`src/rtl/reset_sequencer_if.sv`:
```
// Signal bundle between the reset sequencer and the logic it supervises.
// The sequencer drives through "master"; downstream consumers use "slave".
interface reset_sequencer_if;
    logic locked;
    logic rst_out;
    logic ready;
    logic ce_a;
    logic ce_b;
    logic unlock_seen;

    modport master (
        input  locked,
        output rst_out,
        output ready,
        output ce_a,
        output ce_b,
        output unlock_seen
    );

    modport slave (
        output locked,
        input  rst_out,
        input  ready,
        input  ce_a,
        input  ce_b,
        input  unlock_seen
    );
endinterface

```
`src/rtl/reset_sequencer.sv`:
```
// Holds downstream logic in reset until the DCM lock has been stable for HOLD_CYCLES,
// then releases it and generates two clock-enable pulse trains.
module reset_sequencer #(
    parameter int HOLD_CYCLES = 1024,
    parameter int CE_A_DIV    = 6,
    parameter int CE_B_DIV    = 3
) (
    input  logic               clock,
    input  logic               reset,
    reset_sequencer_if.master  bus
);
    localparam int HOLD_W = (HOLD_CYCLES > 1) ? $clog2(HOLD_CYCLES) : 1;
    localparam int DIVA_W = (CE_A_DIV > 1) ? $clog2(CE_A_DIV) : 1;
    localparam int DIVB_W = (CE_B_DIV > 1) ? $clog2(CE_B_DIV) : 1;

    localparam logic [HOLD_W-1:0] HOLD_MAX = HOLD_W'(HOLD_CYCLES - 1);
    localparam logic [DIVA_W-1:0] DIVA_MAX = DIVA_W'(CE_A_DIV - 1);
    localparam logic [DIVB_W-1:0] DIVB_MAX = DIVB_W'(CE_B_DIV - 1);

    typedef enum logic [1:0] {
        ST_WAIT = 2'd0,
        ST_HOLD = 2'd1,
        ST_RUN  = 2'd2
    } state_e;

    state_e              state_q, state_d;
    logic                sync1_q, sync1_d;
    logic                sync2_q, sync2_d;
    logic [HOLD_W-1:0]   hold_cnt_q, hold_cnt_d;
    logic [DIVA_W-1:0]   diva_cnt_q, diva_cnt_d;
    logic [DIVB_W-1:0]   divb_cnt_q, divb_cnt_d;
    logic                unlock_q, unlock_d;
    logic                lock_s;
    logic                run_s;

    assign lock_s = sync2_q;
    assign run_s  = (state_q == ST_RUN);

    // State, synchronizer and counter registers; reset wins over every other event.
    always_ff @(posedge clock) begin
        if (reset) begin
            state_q    <= ST_WAIT;
            sync1_q    <= 1'b0;
            sync2_q    <= 1'b0;
            hold_cnt_q <= '0;
            diva_cnt_q <= '0;
            divb_cnt_q <= '0;
            unlock_q   <= 1'b0;
        end else begin
            state_q    <= state_d;
            sync1_q    <= sync1_d;
            sync2_q    <= sync2_d;
            hold_cnt_q <= hold_cnt_d;
            diva_cnt_q <= diva_cnt_d;
            divb_cnt_q <= divb_cnt_d;
            unlock_q   <= unlock_d;
        end
    end

    // Next-state logic; counters default to zero so they restart cleanly on every entry.
    always_comb begin
        state_d    = state_q;
        sync1_d    = bus.locked;
        sync2_d    = sync1_q;
        hold_cnt_d = '0;
        diva_cnt_d = '0;
        divb_cnt_d = '0;
        unlock_d   = unlock_q;
        case (state_q)
            ST_WAIT: begin
                if (lock_s) begin
                    state_d = ST_HOLD;
                end else begin
                    state_d = ST_WAIT;
                end
            end
            ST_HOLD: begin
                if (!lock_s) begin
                    state_d  = ST_WAIT;
                    unlock_d = 1'b1;
                end else if (hold_cnt_q == HOLD_MAX) begin
                    state_d = ST_RUN;
                end else begin
                    hold_cnt_d = hold_cnt_q + HOLD_W'(1);
                end
            end
            ST_RUN: begin
                if (!lock_s) begin
                    state_d  = ST_WAIT;
                    unlock_d = 1'b1;
                end else begin
                    diva_cnt_d = (diva_cnt_q == DIVA_MAX) ? '0 : diva_cnt_q + DIVA_W'(1);
                    divb_cnt_d = (divb_cnt_q == DIVB_MAX) ? '0 : divb_cnt_q + DIVB_W'(1);
                end
            end
            default: begin
                state_d = ST_WAIT;
            end
        endcase
    end

    // Outputs decode registered state only, so enables are gated off whenever reset is out.
    assign bus.rst_out     = !run_s;
    assign bus.ready       = run_s;
    assign bus.ce_a        = run_s && (diva_cnt_q == DIVA_MAX);
    assign bus.ce_b        = run_s && (divb_cnt_q == DIVB_MAX);
    assign bus.unlock_seen = unlock_q;
endmodule

```
`src/flat_wrapper.sv`:
```
// flat-port wrapper written by rule: the top's interface ports become plain ports
module reset_sequencer_flat 
#(
    parameter int HOLD_CYCLES = 1024,
    parameter int CE_A_DIV    = 6,
    parameter int CE_B_DIV    = 3
)
  (clock, reset, bus_locked, bus_rst_out, bus_ready, bus_ce_a, bus_ce_b, bus_unlock_seen);
  reset_sequencer_if bus_i ();
  input  logic clock;
  input  logic reset;
  input wire logic [$bits(bus_i.locked)-1:0] bus_locked;
  output wire logic [$bits(bus_i.rst_out)-1:0] bus_rst_out;
  output wire logic [$bits(bus_i.ready)-1:0] bus_ready;
  output wire logic [$bits(bus_i.ce_a)-1:0] bus_ce_a;
  output wire logic [$bits(bus_i.ce_b)-1:0] bus_ce_b;
  output wire logic [$bits(bus_i.unlock_seen)-1:0] bus_unlock_seen;
  assign bus_i.locked = bus_locked;
  assign bus_rst_out = bus_i.rst_out;
  assign bus_ready = bus_i.ready;
  assign bus_ce_a = bus_i.ce_a;
  assign bus_ce_b = bus_i.ce_b;
  assign bus_unlock_seen = bus_i.unlock_seen;
  reset_sequencer #(.HOLD_CYCLES(HOLD_CYCLES), .CE_A_DIV(CE_A_DIV), .CE_B_DIV(CE_B_DIV)) u_core (.clock(clock), .reset(reset), .bus(bus_i));
endmodule
```
`config.mk`:
```
export PLATFORM = sky130hd
export DESIGN_NAME = reset_sequencer_flat
export DESIGN_NICKNAME = d
export VERILOG_FILES = /design/src/rtl/reset_sequencer_if.sv /design/src/rtl/reset_sequencer.sv /design/src/flat_wrapper.sv
export SDC_FILE = /design/constraint.sdc
export NUM_CORES = 1
export LEC_CHECK = 0
export ABC_AREA = 1
export CORE_UTILIZATION = 45
export CTS_BUF_LIST = sky130_fd_sc_hd__clkbuf_2 sky130_fd_sc_hd__clkbuf_4 sky130_fd_sc_hd__clkbuf_8
export DETAILED_ROUTE_END_ITERATION = 10
export GPL_ROUTABILITY_DRIVEN = 0
export GPL_TIMING_DRIVEN = 0
export MAX_ROUTING_LAYER = met4
export PLACE_DENSITY = 0.7
export SLEW_MARGIN = 20
export SYNTH_ARGS = -nofsm -noshare
export SYNTH_HDL_FRONTEND = slang
export SYNTH_SLANG_ARGS = --single-unit
```
`constraint.sdc`:
```
create_clock -name clock -period 1.6 [get_ports clock]
set_input_delay 0.32 -clock clock [delete_from_list [all_inputs] [get_ports clock]]
set_output_delay 0.32 -clock clock [all_outputs]
set_load 0.02 [all_outputs]
```
==> results of run 1 <==
==> cell type report <==
cell class	instances	area share [%]
multi-input combinational	71	44.12
clock buffer	3	2.158
sequential	20	38.49
inverter	19	6.835
tap	25	2.998
timing repair buffer	7	5.396
==> layout by cell type (no fill, tap or decap), types with 3 or more instances in the layout <==
master / netlist / layout
inv_1: 19 / 18
a21oi_1: 3 / 3
nor2_1: 17 / 17
nand2_1: 19 / 19
clkbuf_4: 0 / 3
xor2_1: 4 / 4
dfxtp_1: 20 / 19
nand3_1: 4 / 4
clkdlybuf4s50_1: 0 / 3
ha_1: 7 / 6
==> timing repair <==
action,in CTS,in global routing
resized for setup,13,5
pin swaps,0,1
cloned,0,0
hold buffers,0,0
setup endpoints to repair,4,4
==> power by group through the flow <==
| stage | logic (uW) | clock network (uW) | registers (uW) |
|---|---|---|---|
| after floorplan | 10.2 | 0 | 517 |
| after global placement | 21.2 | 0 | 516 |
| after detailed placement | 21.8 | 0 | 516 |
| after CTS | 21.8 | 237 | 505 |
| after global routing | 25.2 | 256 | 506 |
| final | 21.7 | 233 | 505 |
==> routing by layer <==
metal / share of wire [%] / GRT usage, %
met5: 0 / -
met4: 2.7 / 8.571
met3: 2.3 / 2.308
met2: 44 / 22.22
met1: 51 / 19.16
==> state kept, by name, indices dropped and copies added, names as in the netlist <==
| name | flops |
|---|---|
| u_core.lock_s | 1 |
| u_core.bus.unlock_seen | 1 |
| u_core.diva_cnt_q | 3 |
| u_core.state_q | 2 |
| u_core.hold_cnt_q | 10 |
| u_core.divb_cnt_q | 2 |
| u_core.sync1_q | 1 |
==> per-stage QoR <==
| stage | util [%] | std cells | worst slack [ns] |
|---|---|---|---|
| after floorplan | - | 110 | 0.08707 |
| after global placement | 56.08 | 142 | -0.06924 |
| after detailed placement | 56.08 | 142 | -0.09010 |
| after CTS | 57.32 | 145 | 0.01114 |
| after global routing | 57.32 | 145 | 0.008283 |
| final | 57.32 | 145 | 0.04147 |
==> cells by family (layout without fill, tap and decap cells) <==
| logic type | Yosys count | in the layout | share of synthesized area (%) |
|---|---|---|---|
| simple gates | 53 | 53 | 30.34 |
| flops | 20 | 20 | 43.54 |
| buf+inv | 19 | 29 | 7.755 |
| fa+ha+maj | 7 | 7 | 9.523 |
| compound gates | 6 | 6 | 4.081 |
| xor+xnor | 5 | 5 | 4.762 |
==> cells in the mapped netlist <==
| cell | number | share of area, % |
|---|---|---|
| nand3_4 | 2 | 3.8 |
| nor2_4 | 2 | 2.4 |
| a21oi_1 | 3 | 1.6 |
| xor2_1 | 4 | 3.8 |
| o21ai_0 | 1 | 0.54 |
| nand4_1 | 1 | 0.68 |
| nor2_2 | 2 | 1.4 |
| or2_0 | 1 | 0.68 |
| nor3_2 | 1 | 1.1 |
| inv_1 | 19 | 7.8 |
| dfxtp_1 | 20 | 44 |
| nand3_1 | 4 | 2.2 |
| a21oi_2 | 2 | 1.9 |
| nand2_1 | 19 | 7.8 |
| nand3_2 | 1 | 1.1 |
| nor2_1 | 17 | 6.9 |
| nor3b_1 | 2 | 1.6 |
| ha_1 | 7 | 9.5 |
| xnor2_1 | 1 | 0.95 |
| nand2_2 | 1 | 0.68 |
==> worst paths after layout <==
| path | to | slack (ns) |
|---|---|---|
| setup / recovery | bus_unlock_seen | 0.04 |
| hold / removal | u_core.divb_cnt_q[0] | 0.42 |
| setup reg to reg | u_core.state_q[0] | 0.29 |
| hold reg to reg | u_core.divb_cnt_q[0] | 0.42 |
==> results.md, run 1 <==
* Status: finished clean
* Mapped Cells at 110
* Drt pass-1 iters at 4
* DRC viols at 0
* FMAX at about 640 MHz
* Crit-path cells: clkdlybuf4s50_1
* Slew @ Worst Pin at 0.2118 ns
* FF/Latch Area at between 400 and 500 um2
* ANT nets after route at 0
* FF+latch count, synth at 20
* Final setup vio count at 0
* Hold Path Origin: u_core.divb_cnt_q[0]
* Die width at between 40 and 50 um
* Sequential cell area fraction in the yosys report at 43.54%
* P_sw at around 160 uW
* Unrepaired setup endpoints after global routing: false
* Startpoint Class: register
* Final Critical Period at around 1.6 ns
* Final nets at roughly 130
* Rows at 15
* Yosys warnings at 0
* PortBufs at 7
* Share of cells above drive strength 1 at roughly 17%
* Area Overhead vs Synth at 13.47%
* Worst EP arrival at 1.24 ns
* Largest stage delay on the critical path at 0.60 ns
* Hold Path Stages at 1
* R2R Path Start: u_core.hold_cnt_q[0]
* Max-slew violation count at 0
* GRT Total Usage at about 15%
* TritonCTS clock tree: yes
* Setup TNS at 0 ns
* Hold Fails Final Rpt at 0
* CTS clock-pin slew for the worst setup and hold paths at 0.10 ns
* CP Buf/Inv Count at 1
* Hpwl dp at between 1000 and 1500 um
* Net Count, Synth at 120
* Final wirelength at approximately 1300 um
* Multi-input logic area at 460.4 um2
* Cell area after layout at around 1000 um2
* Grt ovf at 0
* Power, Total at approximately 760 uW
* Via count at 662
* Starting Density at between 50% and 60%
* Worst setup path start: u_core.bus.unlock_seen
* Starting DRC count in detailed routing at 5
* Fraction of power spent switching nets at between 20% and 30%
* Via/cell ratio at roughly 4.6
* H-Tree Depth at 1
* Hold Path Class: register to register
* CTS Sinks at 20
* Root Buffer Master: clkbuf_4
* Cell internal pwr at roughly 600 uW
* Slowest-stage cell, CP: clkdlybuf4s50_1
* Power Dens Cells at around 730 nW/um2
* Cell family with most CP delay: buffers and inverters
* Crit end category: output pin
* Lkg Pwr at roughly 0.00042 uW
* Placed cell area at 1021 um2
* Die Y at 47.21 um
* Diode count at 0
* CTS Buf Count at 3
* Crit Path Max Fanout at 2
* Clock tree buffer depth at 2
* Combinational share of power at under 10%
* Worst r2r path cells at 8
* Setup CP Type: register to output pin
* Worst-Skew Late Latency at 0.29 ns
* Core Area at about 1800 um2
* Max_cap viols at 0
* Reg power frac at between 60% and 70%
* Critical Path RT at approximately 1.3 ns
* Distinct cells, synth at 20
* Mean Syn Cell Area at about 8.4 um2
* Fillers at approximately 170
* Peak supply drop at ~0.00045 V
* Vias in the first global route at around 590
* Final hold slack at approximately 0.42 ns
* Full die area at 2228 um2
* WL/cell at around 9.0 um
* Largest net degree at the start of global routing at 11
* First-pass GRT wire length at ~2200 um
* Top Ports at 8
* Clock power share at 30.7%
* Initial antenna violation count at 0
* Post-CTS setup buffers at 0
* Final period utilization at 97.41%
* Worst path depth at 1
* Cell Area, Synth at slightly above 900 um2
* Clock Skew at around 0.0015 ns
* Slew margin rel. at 85.80%
Power figures use the tool's default switching activity.
==> run 2, diff against run 1 <==
CTS_CLUSTER_DIAMETER = 200   (was default)
PLACE_DENSITY = 0.73   (was 0.7)
==> run 2 against run 1 <==
Compared with the run above: hold slack worse by 0.0061 ns; wire length fell by 1.3%; via count fell by 1.2%; first-iteration DRC count grew to 3.2 times the previous value; largest cell class unchanged; largest power group unchanged.
==> results.md, run 2 (synthesis gave the netlist of run 1 again) <==
* Status: finished clean
* Place WS at -0.09192 ns
* Hold Path Origin: u_core.sync1_q
* Slew margin rel. at ~85%
* Cell internal pwr at roughly 600 uW
* Root Buffer Master: clkbuf_4
* Largest regs: u_core.hold_cnt_q: 10 flops, u_core.diva_cnt_q: 3 flops
* Worst reg2reg setup slack at between 0.3 and 0.4 ns
* Peak supply drop at between 0.0004 and 0.0005 V
* CTS Sinks at 20
* Hold Path Class: register to register
* PortBufs at 7
* Share of cells above drive strength 1 at between 10% and 20%
* Hold Path Stages at 2
* Top Ports at 8
* Initial antenna violation count at 0
* Final hold slack at between 0.4 and 0.5 ns
* Placed cell area at around 1000 um2
* Max reg flops at 10
* Clock power share at between 30% and 40%
* First-pass GRT wire length at between 2000 and 2500 um
* Crit end category: output pin
* R2R Path End: u_core.state_q[0]
* Reg power frac at 66.7%
* CTS clock-pin slew for the worst setup and hold paths at about 0.10 ns
* FMAX at approximately 670 MHz
* Largest net degree at the start of global routing at 11
* Cell area after layout at between 1000 and 1500 um2
* Fin worst setup slack at approximately 0.11 ns
* Max-slew violation count at 0
* Worst-Skew Late Latency at a little under 0.3 ns
* Grt ovf at 0
* Dpl cells at around 140
* Area Overhead vs Synth at 13.88%
* Starting DRC count in detailed routing at 16
* Drt pass-1 iters at 4
* Slew @ Worst Pin at roughly 0.22 ns
* Clock Skew at 0.003022 ns
* Unrepaired setup endpoints after global routing: false
* CTS Buf Count at 3
* Rows at 15
* Via/cell ratio at 4.510
* Final wirelength at about 1300 um
* Core Area at between 1500 and 2000 um2
* Diode count at 0
* TritonCTS clock tree: yes
* Fraction of power spent switching nets at approximately a fifth
* Vias in the first global route at 554
* Die Y at around 47 um
* H-Tree Depth at 1
* Final nets at about 130
* Final period utilization at 93.13%
* Worst EP arrival at ~1.2 ns
* Final Non-Filler Cells at between 100 and 150
* Final setup vio count at 0
* Crit Path Max Fanout at 4
* WHS Endpoint: u_core.lock_s
* Full die area at around 2200 um2
* WL/cell at ~9 um
* Power, Total at approximately 760 uW
* Setup CP Type: register to output pin
* Worst r2r path cells at 8
* R2R Path Start: u_core.hold_cnt_q[0]
* ANT nets after route at 0
* Critical Path RT at ~1.3 ns
* Die width at roughly 47 um
* Hold Fails Final Rpt at 0
* Starting Density at roughly half
* Hpwl dp at slightly below 1000 um
* Most flops, register: u_core.hold_cnt_q
* GRT Total Usage at 14.74%
* Startpoint Class: register
* Power Dens Cells at about 720 nW/um2
* Max_cap viols at 0
* Post-CTS setup buffers at 0
* P_sw at about 160 uW
* Most frequent cells in the layout: 19 x nand2_1, 19 x dfxtp_1, 18 x inv_1
* Lkg Pwr at 0.0004384 uW
* Clock tree buffer depth at 2
* Final Critical Period at 1.490 ns
* Combinational share of power at between 2 and 3%
* Via count at about 650
* DRC viols at 0
==> run 2: cell types whose count changed in the layout (fill, tap and decap cells not counted) <==
cell,previous run,this run
clkdlybuf4s50_1,3,2
clkdlybuf4s15_1,0,1
dlymetal6s2s_1,0,1
dlygate4sd2_1,1,0
==> run 2: worst max-delay path, stage by stage, from the launching register on <==
cell and delay [ns]:
dfxtp_1 0.41, ha_4 0.17, clkdlybuf4s15_1 0.30
==> run 2: how the worst max path moves through the flow <==
| stage | start | to | slack, ns |
|---|---|---|---|
| after floorplan | u_core.state_q[0] | bus_ce_a | 0.09 |
| after detailed placement | u_core.state_q[0] | bus_ce_a | -0.09 |
| final | u_core.state_q[1] | bus_ready | 0.11 |
| after CTS | u_core.state_q[0] | bus_ready | 0.004 |
| after global routing | u_core.diva_cnt_q[0] | bus_ce_a | 0.05 |
| after global placement | u_core.state_q[0] | bus_ce_a | -0.09 |
==> run 2: timing repair <==
action                                  in CTS  in global routing
cloned                                       0                  0
endpoints found under the hold margin        0                  0
endpoints found under the setup margin       4                  5
hold buffers                                 0                  0
resized for setup                           14                  6
pin swaps                                    0                  1
==> run 2: power groups by stage <==
| stage | sequential (uW) | combinational [uW] | clock [uW] |
|---|---|---|---|
| finish | 505 | 21.7 | 230 |
| global route | 506 | 24.3 | 263 |
| CTS | 505 | 21.7 | 244 |
| detailed placement | 516 | 21.6 | 0 |
| global placement | 516 | 21.2 | 0 |
| floorplan | 517 | 10.2 | 0 |
==> run 2: final cells by class <==
type	instances	area [um2]
Multi-Input combinational cell	71	460.4
Sequential cell	20	401.6
Timing Repair Buffer	7	60.06
Fill cell	163	773.2
Tap cell	25	31.28
Clock buffer	3	22.52
Inverter	19	71.32
==> run 2: routing by layer <==
| metal | GRT usage, % | vias to the layer above | wire length [um] |
|---|---|---|---|
| met3 | 3.462 | 2 | 42 |
| li1 | - | 356 | - |
| met1 | 18.31 | 287 | 655 |
| met4 | 6.857 | 0 | 20 |
| met5 | - | - | 0 |
| met2 | 22.50 | 9 | 570 |
==> run 2: per-stage QoR <==
step / TNS [ns] / utilization (%)
2_1_floorplan: 0 / -
3_3_place_gp: -0.1532 / 56.08
3_5_place_dp: -0.1632 / 56.08
4_1_cts: 0 / 56.98
5_1_grt: 0 / 57.53
6_report: 0 / 57.53
